==> src/rtl/param_updown_counter_pkg.sv <==
// Shared counter constants: overflow-handling mode selectors.
// Latency: n/a (constants only).
// Backpressure: n/a.
package counter_pkg;
  localparam int MODE_WRAP = 0;  // roll over at the limits
  localparam int MODE_SAT  = 1;  // hold at the limits
endpackage

==> src/rtl/param_updown_counter_if.sv <==
// Control/status bundle of the up/down counter.
// Latency: n/a (wires only).
// Backpressure: none; the counter accepts a command every cycle.
interface param_updown_counter_if #(
  parameter int WIDTH = 8
);
  logic             en;
  logic             up;
  logic             load;
  logic [WIDTH-1:0] load_val;
  logic [WIDTH-1:0] count;
  logic             tc;
  logic             ovf;

  // Controller side drives commands and observes the counter.
  modport master (output en, up, load, load_val, input count, tc, ovf);
  // Counter side.
  modport slave  (input en, up, load, load_val, output count, tc, ovf);
endinterface

==> src/rtl/param_updown_counter_prescale_tick.sv <==
// Prescaler: emits one tick per PRESCALE enabled cycles.
// Latency: tick is combinational from en and the registered phase.
// Backpressure: none; en low freezes the phase, clr restarts it.
module prescale_tick #(
  parameter int PRESCALE = 1
) (
  input  logic clk,
  input  logic rst,
  input  logic en,
  input  logic clr,
  output logic tick
);
  generate
    if (PRESCALE == 1) begin : g_bypass
      // No phase to track: every enabled cycle is a tick.
      logic unused_ok;
      assign unused_ok = ^{clk, rst, clr};
      assign tick      = en;
    end else begin : g_div
      localparam int            PW   = $clog2(PRESCALE);
      localparam logic [PW-1:0] LAST = PW'(PRESCALE - 1);

      logic [PW-1:0] pre_cnt_q;
      logic [PW-1:0] pre_cnt_d;

      // Next phase: restart on clr, advance and wrap while enabled, else hold.
      always_comb begin
        pre_cnt_d = pre_cnt_q;
        if (clr) begin
          pre_cnt_d = '0;
        end else if (en) begin
          pre_cnt_d = (pre_cnt_q == LAST) ? '0 : pre_cnt_q + 1'b1;
        end
      end

      // Phase register with synchronous reset.
      always_ff @(posedge clk) begin
        if (rst) pre_cnt_q <= '0;
        else     pre_cnt_q <= pre_cnt_d;
      end

      assign tick = en & (pre_cnt_q == LAST);
    end
  endgenerate
endmodule

==> src/rtl/param_updown_counter.sv <==
// Up/down counter, range 0..MAX_COUNT, with load, prescaler, wrap/saturate and sticky ovf.
// Latency: count/ovf update one cycle after a step or load; tc is combinational.
// Backpressure: none; rst > load > step > hold every cycle.
module param_updown_counter
  import counter_pkg::*;
#(
  parameter int WIDTH     = 8,
  parameter int MAX_COUNT = 2**WIDTH - 1,
  parameter int PRESCALE  = 1,
  parameter int MODE      = MODE_WRAP
) (
  input  logic                   clk,
  input  logic                   rst,
  param_updown_counter_if.slave  bus
);
  localparam logic [WIDTH-1:0] MAX_V = WIDTH'(MAX_COUNT);

  logic [WIDTH-1:0] count_q;
  logic [WIDTH-1:0] count_d;
  logic             ovf_q;
  logic             ovf_d;
  logic             step;
  logic             at_limit;

  prescale_tick #(
    .PRESCALE (PRESCALE)
  ) u_prescale (
    .clk  (clk),
    .rst  (rst),
    .en   (bus.en),
    .clr  (bus.load),
    .tick (step)
  );

  // A step taken now would cross a limit in the current direction.
  always_comb begin
    at_limit = bus.up ? (count_q == MAX_V) : (count_q == '0);
  end

  // Next count/ovf: load clamps to MAX_COUNT; limit steps use explicit
  // compares because MAX_COUNT need not be 2**WIDTH-1.
  always_comb begin
    count_d = count_q;
    ovf_d   = ovf_q;
    if (bus.load) begin
      count_d = (bus.load_val > MAX_V) ? MAX_V : bus.load_val;
      ovf_d   = 1'b0;
    end else if (step) begin
      if (at_limit) begin
        ovf_d = 1'b1;
        if (MODE == MODE_WRAP) begin
          count_d = bus.up ? '0 : MAX_V;
        end
      end else begin
        count_d = bus.up ? count_q + 1'b1 : count_q - 1'b1;
      end
    end
  end

  // State registers with synchronous reset overriding load and step.
  always_ff @(posedge clk) begin
    if (rst) begin
      count_q <= '0;
      ovf_q   <= 1'b0;
    end else begin
      count_q <= count_d;
      ovf_q   <= ovf_d;
    end
  end

  assign bus.tc    = ~rst & ~bus.load & step & at_limit;
  assign bus.count = count_q;
  assign bus.ovf   = ovf_q;
endmodule

==> src/flat_wrapper.sv <==
// flat-port wrapper written by rule: the top's interface ports become plain ports
module param_updown_counter_flat import counter_pkg::*;
#(
  parameter int WIDTH     = 8,
  parameter int MAX_COUNT = 2**WIDTH - 1,
  parameter int PRESCALE  = 1,
  parameter int MODE      = MODE_WRAP
)
  (clk, rst, bus_en, bus_up, bus_load, bus_load_val, bus_count, bus_tc, bus_ovf);
  param_updown_counter_if #(.WIDTH(WIDTH)) bus_i ();
  input  logic clk;
  input  logic rst;
  input wire logic [$bits(bus_i.en)-1:0] bus_en;
  input wire logic [$bits(bus_i.up)-1:0] bus_up;
  input wire logic [$bits(bus_i.load)-1:0] bus_load;
  input wire logic [$bits(bus_i.load_val)-1:0] bus_load_val;
  output wire logic [$bits(bus_i.count)-1:0] bus_count;
  output wire logic [$bits(bus_i.tc)-1:0] bus_tc;
  output wire logic [$bits(bus_i.ovf)-1:0] bus_ovf;
  assign bus_i.en = bus_en;
  assign bus_i.up = bus_up;
  assign bus_i.load = bus_load;
  assign bus_i.load_val = bus_load_val;
  assign bus_count = bus_i.count;
  assign bus_tc = bus_i.tc;
  assign bus_ovf = bus_i.ovf;
  param_updown_counter #(.WIDTH(WIDTH), .MAX_COUNT(MAX_COUNT), .PRESCALE(PRESCALE), .MODE(MODE)) u_core (.clk(clk), .rst(rst), .bus(bus_i));
endmodule
==> config.mk <==
export PLATFORM = sky130hd
export DESIGN_NAME = param_updown_counter_flat
export DESIGN_NICKNAME = d
export VERILOG_FILES = /design/src/rtl/param_updown_counter_pkg.sv /design/src/rtl/param_updown_counter_if.sv /design/src/rtl/param_updown_counter_prescale_tick.sv /design/src/rtl/param_updown_counter.sv /design/src/flat_wrapper.sv
export SDC_FILE = /design/constraint.sdc
export NUM_CORES = 1
export LEC_CHECK = 0
export BUFFER_PORTS_ARGS = -buffer_cell sky130_fd_sc_hd__buf_2
export CORE_MARGIN = 5
export CORE_UTILIZATION = 50
export DETAILED_ROUTE_END_ITERATION = 10
export PLACE_DENSITY = 0.85
export SLEW_MARGIN = 20
export SYNTH_ARGS = -nofsm -noshare
export SYNTH_HDL_FRONTEND = slang
export SYNTH_HIERARCHICAL = 1
export SYNTH_SLANG_ARGS = --single-unit
export TNS_END_PERCENT = 50
==> constraint.sdc <==
create_clock -name clk -period 2.2 [get_ports clk]
set_input_delay 0 -clock clk [delete_from_list [all_inputs] [get_ports clk]]
set_output_delay 0 -clock clk [all_outputs]
set_load 0.02 [all_outputs]
Word level (Yosys, flattened, before mapping)
Index checks and enable logic that the tools add are counted.
{ "word_totals": {"wordCells": 22, "input_bits": 13, "output_inout_bits": 10, "reg_bits": 9} }
{ "classes": {"order_cmp": 1, "reduce_logical": 4, "n_bitwise": 5, "n_mux": 7, "add_sub_neg": 2, "eq_ne": 1} }
{ "ops": {"columns": ["op", "count"], "rows": [
  ["$mux 8", 6],
  ["$add 8x1->8 const B", 1],
  ["$eq 8x8->1 const B", 1],
  ["$gt 8x8->1 const B", 1],
  ["$logic_not 8->1", 1],
  ["$sub 8x1->8 const B", 1],
  ["$and 1x1->1", 3],
  ["$not 1->1", 2],
  ["$reduce_and 2->1", 1],
  ["$reduce_bool 2->1", 1],
  ["$reduce_or 2->1", 1],
  ["$mux 1", 1]
]} }

Logic depth before layout (Yosys ltp)
Gate-level depths: netlist (run 1).
{ "logic_depth": {"ltp_word": 5, "mapped_depth": 7, "mapped_depth_nobuf": 7} }

Cells and area by module
The synthesis (run 1) kept the hierarchy.
{ "by_module_without_submodules": {"columns": ["mod", "cells_each", "n_inst", "area_each_um2", "seq_area_each_um2"], "rows": [
  ["param_updown_counter", 101, 1, 808.3, 180.2],
  ["prescale_tick", 1, 1, 7.5, 0.0]
]} }

Least setup slack after synthesis (run 1)
No wires, ideal clock.
{ "synth_path": {"path_type": "reg-to-reg", "from": "register u_core.count_q[3] (netlist: u_core/bus.count[3])", "to": "register u_core.count_q[7] (netlist: u_core/bus.count[7])", "period_less_slack_ns": 1.780, "setup_time_ns": 0.117, "path_stages_with_launch": 7, "path_buffers": 0, "required_ns": 2.083, "path_slack_ns": 0.420, "arrival_time_ns": 1.663, "cell_sequence": "dfxtp_1 -> ha_1 -> a21o_1 -> a21o_1 -> a41oi_2 -> a31oi_1 -> a22o_1"} }
{ "synth_via": {"elab_chain_cells": 5, "elab_cells_between_ends": 9, "classes_between": "add/sub (2); eq/ne (1); mux (5); reduce/logical (1)"} }
{ "synth_lines": {"columns": ["item", "line_no", "rtl"], "rows": [
  ["start, declared", "param_updown_counter.sv:18", "logic [WIDTH-1:0] count_q;"],
  ["start signal, assigned", "param_updown_counter.sv:66", "count_q <= count_d;"],
  ["$sub 8x1->8, or another cell as far along", "param_updown_counter.sv:55", "count_d = bus.up ? count_q + 1'b1 : count_q - 1'b1;"],
  ["$mux 8 / $mux 1 (equally long branches)", "param_updown_counter.sv:55, param_updown_counter.sv:37", null],
  ["$mux 8 (*)", "param_updown_counter.sv:49", "if (at_limit) begin"],
  ["$mux 8 (*)", "param_updown_counter.sv:48", "end else if (step) begin"],
  ["$mux 8 (*)", "param_updown_counter.sv:45", "if (bus.load) begin"]
]} }
Every way passes the cells marked *; elsewhere a longest branch is shown, timed or not. The select of a mux whose other input is x is not followed.
A chain may end at the register's enable or synchronous reset.

Worst setup path in the final report (run 1)
{ "layout_path": {"from": "register u_core.count_q[0] (netlist: u_core/bus.count[0])", "to": "register u_core.count_q[6] (netlist: u_core/bus.count[6])"} }
The elaborated chain is that of the path after synthesis.

==> results of run 1 <==
[worst max-delay path by stage]
stage / start / endpoint / depth (start not counted)
after floorplan: u_core/bus.count[3]$_SDFFE_PP0P_ / u_core/bus.count[7]$_SDFFE_PP0P_ / 6
after global placement: u_core/bus.count[0]$_SDFFE_PP0P_ / u_core/bus.count[6]$_SDFFE_PP0P_ / 6
after detailed placement: u_core/bus.count[0]$_SDFFE_PP0P_ / u_core/bus.count[6]$_SDFFE_PP0P_ / 6
after CTS: u_core/bus.count[0]$_SDFFE_PP0P_ / u_core/bus.count[6]$_SDFFE_PP0P_ / 6
after global routing: u_core/bus.count[0]$_SDFFE_PP0P_ / u_core/bus.count[6]$_SDFFE_PP0P_ / 6
final: u_core/bus.count[0]$_SDFFE_PP0P_ / u_core/bus.count[6]$_SDFFE_PP0P_ / 6
[cell usage after synthesis]
cell	count	area [um2]
a2111oi_2	1	15.01
a211oi_1	1	7.510
a21o_1	5	37.54
a21oi_1	12	60.06
a22o_1	1	8.760
a31oi_1	2	12.51
a41oi_2	1	16.27
and2b_2	1	8.760
and3_1	1	6.260
and3b_2	1	10.01
buf_4	1	7.510
buf_6	2	22.52
clkbuf_1	1	3.750
clkbuf_8	2	27.53
dfxtp_1	9	180.2
fa_1	1	20.02
ha_1	6	75.07
inv_1	3	11.26
mux2i_1	1	10.01
nand2_1	5	18.77
nand3_1	3	15.01
nand3b_1	1	7.510
nand4_1	1	6.260
nor2_1	10	37.54
nor2b_1	1	6.260
nor3_1	11	55.05
nor3b_1	1	7.510
nor4_1	1	6.260
o21ai_0	4	20.02
o21ai_1	1	5.000
o22ai_1	1	6.260
o311a_1	1	10.01
o311a_2	1	11.26
or2_2	1	6.260
or3_1	2	12.51
xnor2_1	2	17.52
xor2_1	3	26.28
[metrics by stage]
stage | util | setup WS [ns] | hold slack [ns] | cell area [um2] | power [mW]
global route | 0.6043 | 0.1876 | 0.008926 | 920.9 | 0.6021
finish | 0.6043 | 0.3184 | 0.01195 | 920.9 | 0.5549
global placement | 0.5805 | 0.3587 | 0.2273 | 884.6 | 0.4312
floorplan | - | 0.4201 | 0.1427 | 815.8 | 0.3836
detailed placement | 0.5805 | 0.3390 | 0.2375 | 884.6 | 0.4366
CTS | 0.6043 | 0.3166 | 0.004985 | 920.9 | 0.5618
[layout make-up]
class                      instances  area, um2
tap                               16      20.02
sequential                         9      180.2
timing repair buffer              23      120.1
inverter                           3      11.26
fill                             156      603.1
clock buffer                       4      26.28
multi-input combinational         84      563.0
[timing repair]
item	in CTS	in global routing
hold buffers	1	0
setup endpoints to repair	0	0
endpoints found under the hold margin	1	0
[power groups by stage]
stage | registers [mW] | clock network, mW | logic (mW)
after floorplan | 0.225 | 0 | 0.159
after global placement | 0.208 | 0 | 0.223
after detailed placement | 0.211 | 0 | 0.226
after CTS | 0.207 | 0.126 | 0.229
after global routing | 0.210 | 0.139 | 0.254
final | 0.207 | 0.120 | 0.228
[state kept, by name (all words and copies together), names as in the netlist]
register	flops
u_core/bus.ovf	1
u_core/bus.count	8
[worst reg2reg max path: stages, from the launching register on]
cell       delay (ns)
dfxtp_1          0.38
fa_1             0.47
a211oi_1         0.25
o21ai_0          0.17
a21o_1           0.20
a31oi_1          0.22
a2111oi_2        0.05
[layer usage]
metal / GRT usage / part of all wire / vias up
met5: 0 / 0 / -
met3: 0.05325 / 0.079 / 0
li1: - / - / 422
met1: 0.1776 / 0.43 / 360
met2: 0.2490 / 0.49 / 24
met4: 0.02553 / 0 / 0
[logic make-up after synthesis]
group	after synthesis	share of synthesized area
AOI/OAI and AO/OA	31	0.2577
xor gates and xnor gates	5	0.05369
adders and majority gates	7	0.1166
buffers and inverters	9	0.08896
DFF	9	0.2209
muxes	1	0.01227
and+or+nand+nor	40	0.2500
==> metrics.cfg, run 1 <==
[sta]
rsz0062_at_grt = false
maxSlewViolCount = 0
hold_viol = 0
maxSlewHeadroom = 0.7883
min_period_ns = 1.882
timing.fmax_mhz = 531.4
fin_setup_tns_ns = 0
skew_ns = 0.0006990
fin_crit_sh = 0.8553
worst_pin_slew_ns = 0.3176
setup_violations = 0

[routing]
viasPerCell = 5.799
drtIter0Drc = 18
drt_pass1_iterations = 4
vias = 806
route.detailed.drc = 0
antenna_left = 0
wl_per_cell_um = 12.99
totalWireLength_um = 1806

[place]
port_buffers = 22
place_inst = 134
hpwlAfterDp_um = 1418
place_congestion = 0.9049

[final_layout]
antenna_cells_inserted = 0
final_cell_mix = buf_2 (22), a21oi_1 (12), nor3_1 (11)
syn2layout_area_growth_pct = 12.88
final_cells = 139
final_common_cell = buf_2
drive_gt1_frac = 0.2520
fin_nets = 144

[yosys]
ys_warn_count = 6
avgSynthCellArea_um2 = 7.998
yosysSeqAreaShare = 0.2209
syn_nets = 122
synth_cell_types = 37
synth.ff_latch_count = 9
syn-cell-area_um2 = 815.8
synth_cells = 102

[power_and_ir_drop]
p_leak_nw = 0.4541
powerDensity_nw_per_um2 = 602.6
clock_power_share = 0.216
switchingPower_mw = 0.2042
p_int_mw = 0.3507
seq_power_share = 0.372
p_sw_frac = 0.3680
ir_worst_vdd_mv = 0.3501
p_comb_frac = 0.412

[cts]
ctsResizeCount = 0
clk_latency_ns = 0.25
path_clk_slew_ns = 0.06
postCtsSetupRepairBufs = 0
cts_tree = done
clockRootBuffer = clkbuf_4
htreeDepth = 1
numCtsBuffers = 3
clockBufferDepth = 2
clock_sinks = 9

[status]
status = finished, final reports clean

[floorplan]
fp-row-count = 14
die_w_um = 50.39
pin_count = 23
die_h_um = 50.39
start_util = 0.5353
core_area_um2 = 1524
die_area_um2 = 2539

[critical_path]
rr_startpoint = u_core/bus.count[0]$_SDFFE_PP0P_
cp_data_arrival_time_ns = 2.01
worstReg2RegEnd = u_core/bus.count[6]$_SDFFE_PP0P_
crit_type = reg2reg
r2r_setup_slack_ns = 0.32
worst-path-buf-inv = 0
cp_data_required_time_ns = 2.32
cpMaxStageDelayCell = fa_1
startpoint_type = register
max_stage_delay_ns = 0.47
reg2regPathDepth = 6
end_kind = register
path_cells = fa_1, a211oi_1, o21ai_0, a21o_1, a31oi_1, a2111oi_2
path_max_fanout = 6
crit_family = compound AO/OA/AOI/OAI gates

[worst_hold_path]
hold_class = in2reg
hold_end = u_core/bus.count[6]$_SDFFE_PP0P_
hold_depth = 3
min-delay-start = bus_load_val[6]

[flow_run]
maxCapViolCount = 0

[global_route]
grt_pass1_wl_um = 3008
gr-total-overflow = 0
grt_max_degree = 21
antenna_found_initial = 0
grt_util_all_layers = 0.1462
grt_pass1_vias = 721

No activity file was read; power rests on OpenSTA's default activity.
==> inputs of run 2 (changes only) <==
Clock period 2.2 ns to 2.12 ns, I/O delays scaled along.
==> metrics.cfg, run 2 (synthesized netlist as in run 1, its figures left out) <==
[floorplan]
pin_count = 23
die_area_um2 = 2539
die_w_um = 50.39
fp-row-count = 14
start_util = 0.5353
die_h_um = 50.39
core_area_um2 = 1524

[cts]
clk_latency_ns = 0.26
numCtsBuffers = 3
cts_tree = done
clockRootBuffer = clkbuf_4
htreeDepth = 1
clock_sinks = 9
clockBufferDepth = 2
path_clk_slew_ns = 0.06
postCtsSetupRepairBufs = 0

[final_layout]
drive_gt1_frac = 0.2560
antenna_cells_inserted = 0
final_cell_mix = buf_2 (22), a21oi_1 (12), nor3_1 (11)
post-route-util = 0.6158
seq_area_um2 = 180.2
fin_nets = 146
multi_input_area_um2 = 563.0
final_cell_area_um2 = 938.4
final_common_cell = buf_2
final_cells = 141
syn2layout_area_growth_pct = 15.03
largest_register_ffs = 8
fillers = 147

[power_and_ir_drop]
p_leak_nw = 0.4635
ir_worst_vdd_mv = 0.3724
power_mw = 0.5957
powerDensity_nw_per_um2 = 634.8

[sta]
fin_setup_tns_ns = 0
rsz0062_at_grt = false
min_period_ns = 1.854
skew_ns = 0.0001203
fin_hold_ws_ns = 0.05170
maxSlewHeadroom = 0.7809
fin_crit_sh = 0.8743
hold_viol = 0
setup_violations = 0
fin_ws_ns = 0.2664
worst_pin_slew_ns = 0.3287
timing.fmax_mhz = 539.5
maxSlewViolCount = 0

[place]
placed_cell_area_um2 = 892.1
place_congestion = 0.8453
port_buffers = 22
hpwlAfterDp_um = 1563
place_inst = 135
pre_cts_slack_ns = 0.2927

[worst_hold_path]
hold_class = in2reg
hold_end = u_core/bus.count[0]$_SDFFE_PP0P_
min-delay-start = rst
hold_depth = 2

[global_route]
antenna_found_initial = 0
grt_pass1_vias = 766
grt_max_degree = 21
gr-total-overflow = 0
grt_pass1_wl_um = 3236
grt_util_all_layers = 0.1627

[routing]
vias = 864
totalWireLength_um = 2046
drt_pass1_iterations = 4
wl_per_cell_um = 14.51
route.detailed.drc = 0
viasPerCell = 6.128
antenna_left = 0
drtIter0Drc = 13

[status]
status = finished, final reports clean

[flow_run]
maxCapViolCount = 0

[critical_path]
cp_data_arrival_time_ns = 1.85
rr_startpoint = u_core/bus.count[0]$_SDFFE_PP0P_
cp_data_required_time_ns = 2.12
end_kind = output port
r2r_setup_slack_ns = 0.27
reg2regPathDepth = 6
worstReg2RegEnd = u_core/bus.count[6]$_SDFFE_PP0P_
startpoint_type = register
crit_type = reg2out
path_max_fanout = 8

[run 2: changes by cell type in the layout (fill, tap and decap cells not counted)]
| cell | delta |
|---|---|
| buf_4 | +1 |
| dlygate4sd3_1 | +1 |
[run 2: repair_timing]
action                                 4_1_cts  5_1_grt
gates resized for setup                      0        0
hold buffers                                 2        0
endpoints found under the hold margin        2        0
setup endpoints to repair                    0        0
[run 2: layer usage]
metal / global-route usage / share of wire / routed length, um / up-vias
li1: - / - / - / 423
met1: 0.1800 / 0.41 / 839 / 405
met2: 0.2929 / 0.50 / 1019 / 32
met3: 0.05917 / 0.078 / 159 / 4
met4: 0.03830 / 0.013 / 26 / 0
met5: 0 / 0 / 0 / -
[run 2: where the power goes]
group          internal (mW)  switching [mW]  total [mW]
Combinational          0.108           0.138       0.245
Clock                 0.0727          0.0628       0.136
Sequential             0.187          0.0275       0.215
[run 2: how the worst max path moves through the flow]
stage                                                start                                to  slack, ns  cells after the start
after floorplan           u_core/bus.count[3]$_SDFFE_PP0P_  u_core/bus.count[7]$_SDFFE_PP0P_       0.34                      6
after global placement    u_core/bus.count[0]$_SDFFE_PP0P_  u_core/bus.count[6]$_SDFFE_PP0P_       0.28                      6
after detailed placement  u_core/bus.count[0]$_SDFFE_PP0P_  u_core/bus.count[6]$_SDFFE_PP0P_       0.29                      6
after CTS                 u_core/bus.count[0]$_SDFFE_PP0P_                            bus_tc       0.26                      6
after global routing      u_core/bus.count[0]$_SDFFE_PP0P_                            bus_tc       0.09                      6
final                     u_core/bus.count[0]$_SDFFE_PP0P_                            bus_tc       0.27                      6
[run 2: final cells by class]
class	instances	share of cell area
inverter	3	0.01200
timing repair buffer	25	0.1467
clock buffer	4	0.02800
tap	16	0.02133
multi-input combinational	84	0.6000
sequential	9	0.1920
[run 2: worst max-delay path, cell delays in order (launching register included)]
cell and delay, ns:
dfxtp_1 0.47, nand4_1 0.11, or3_1 0.49, nand2_1 0.15, nand2_1 0.06, nor3_1 0.12
buf_2 0.19
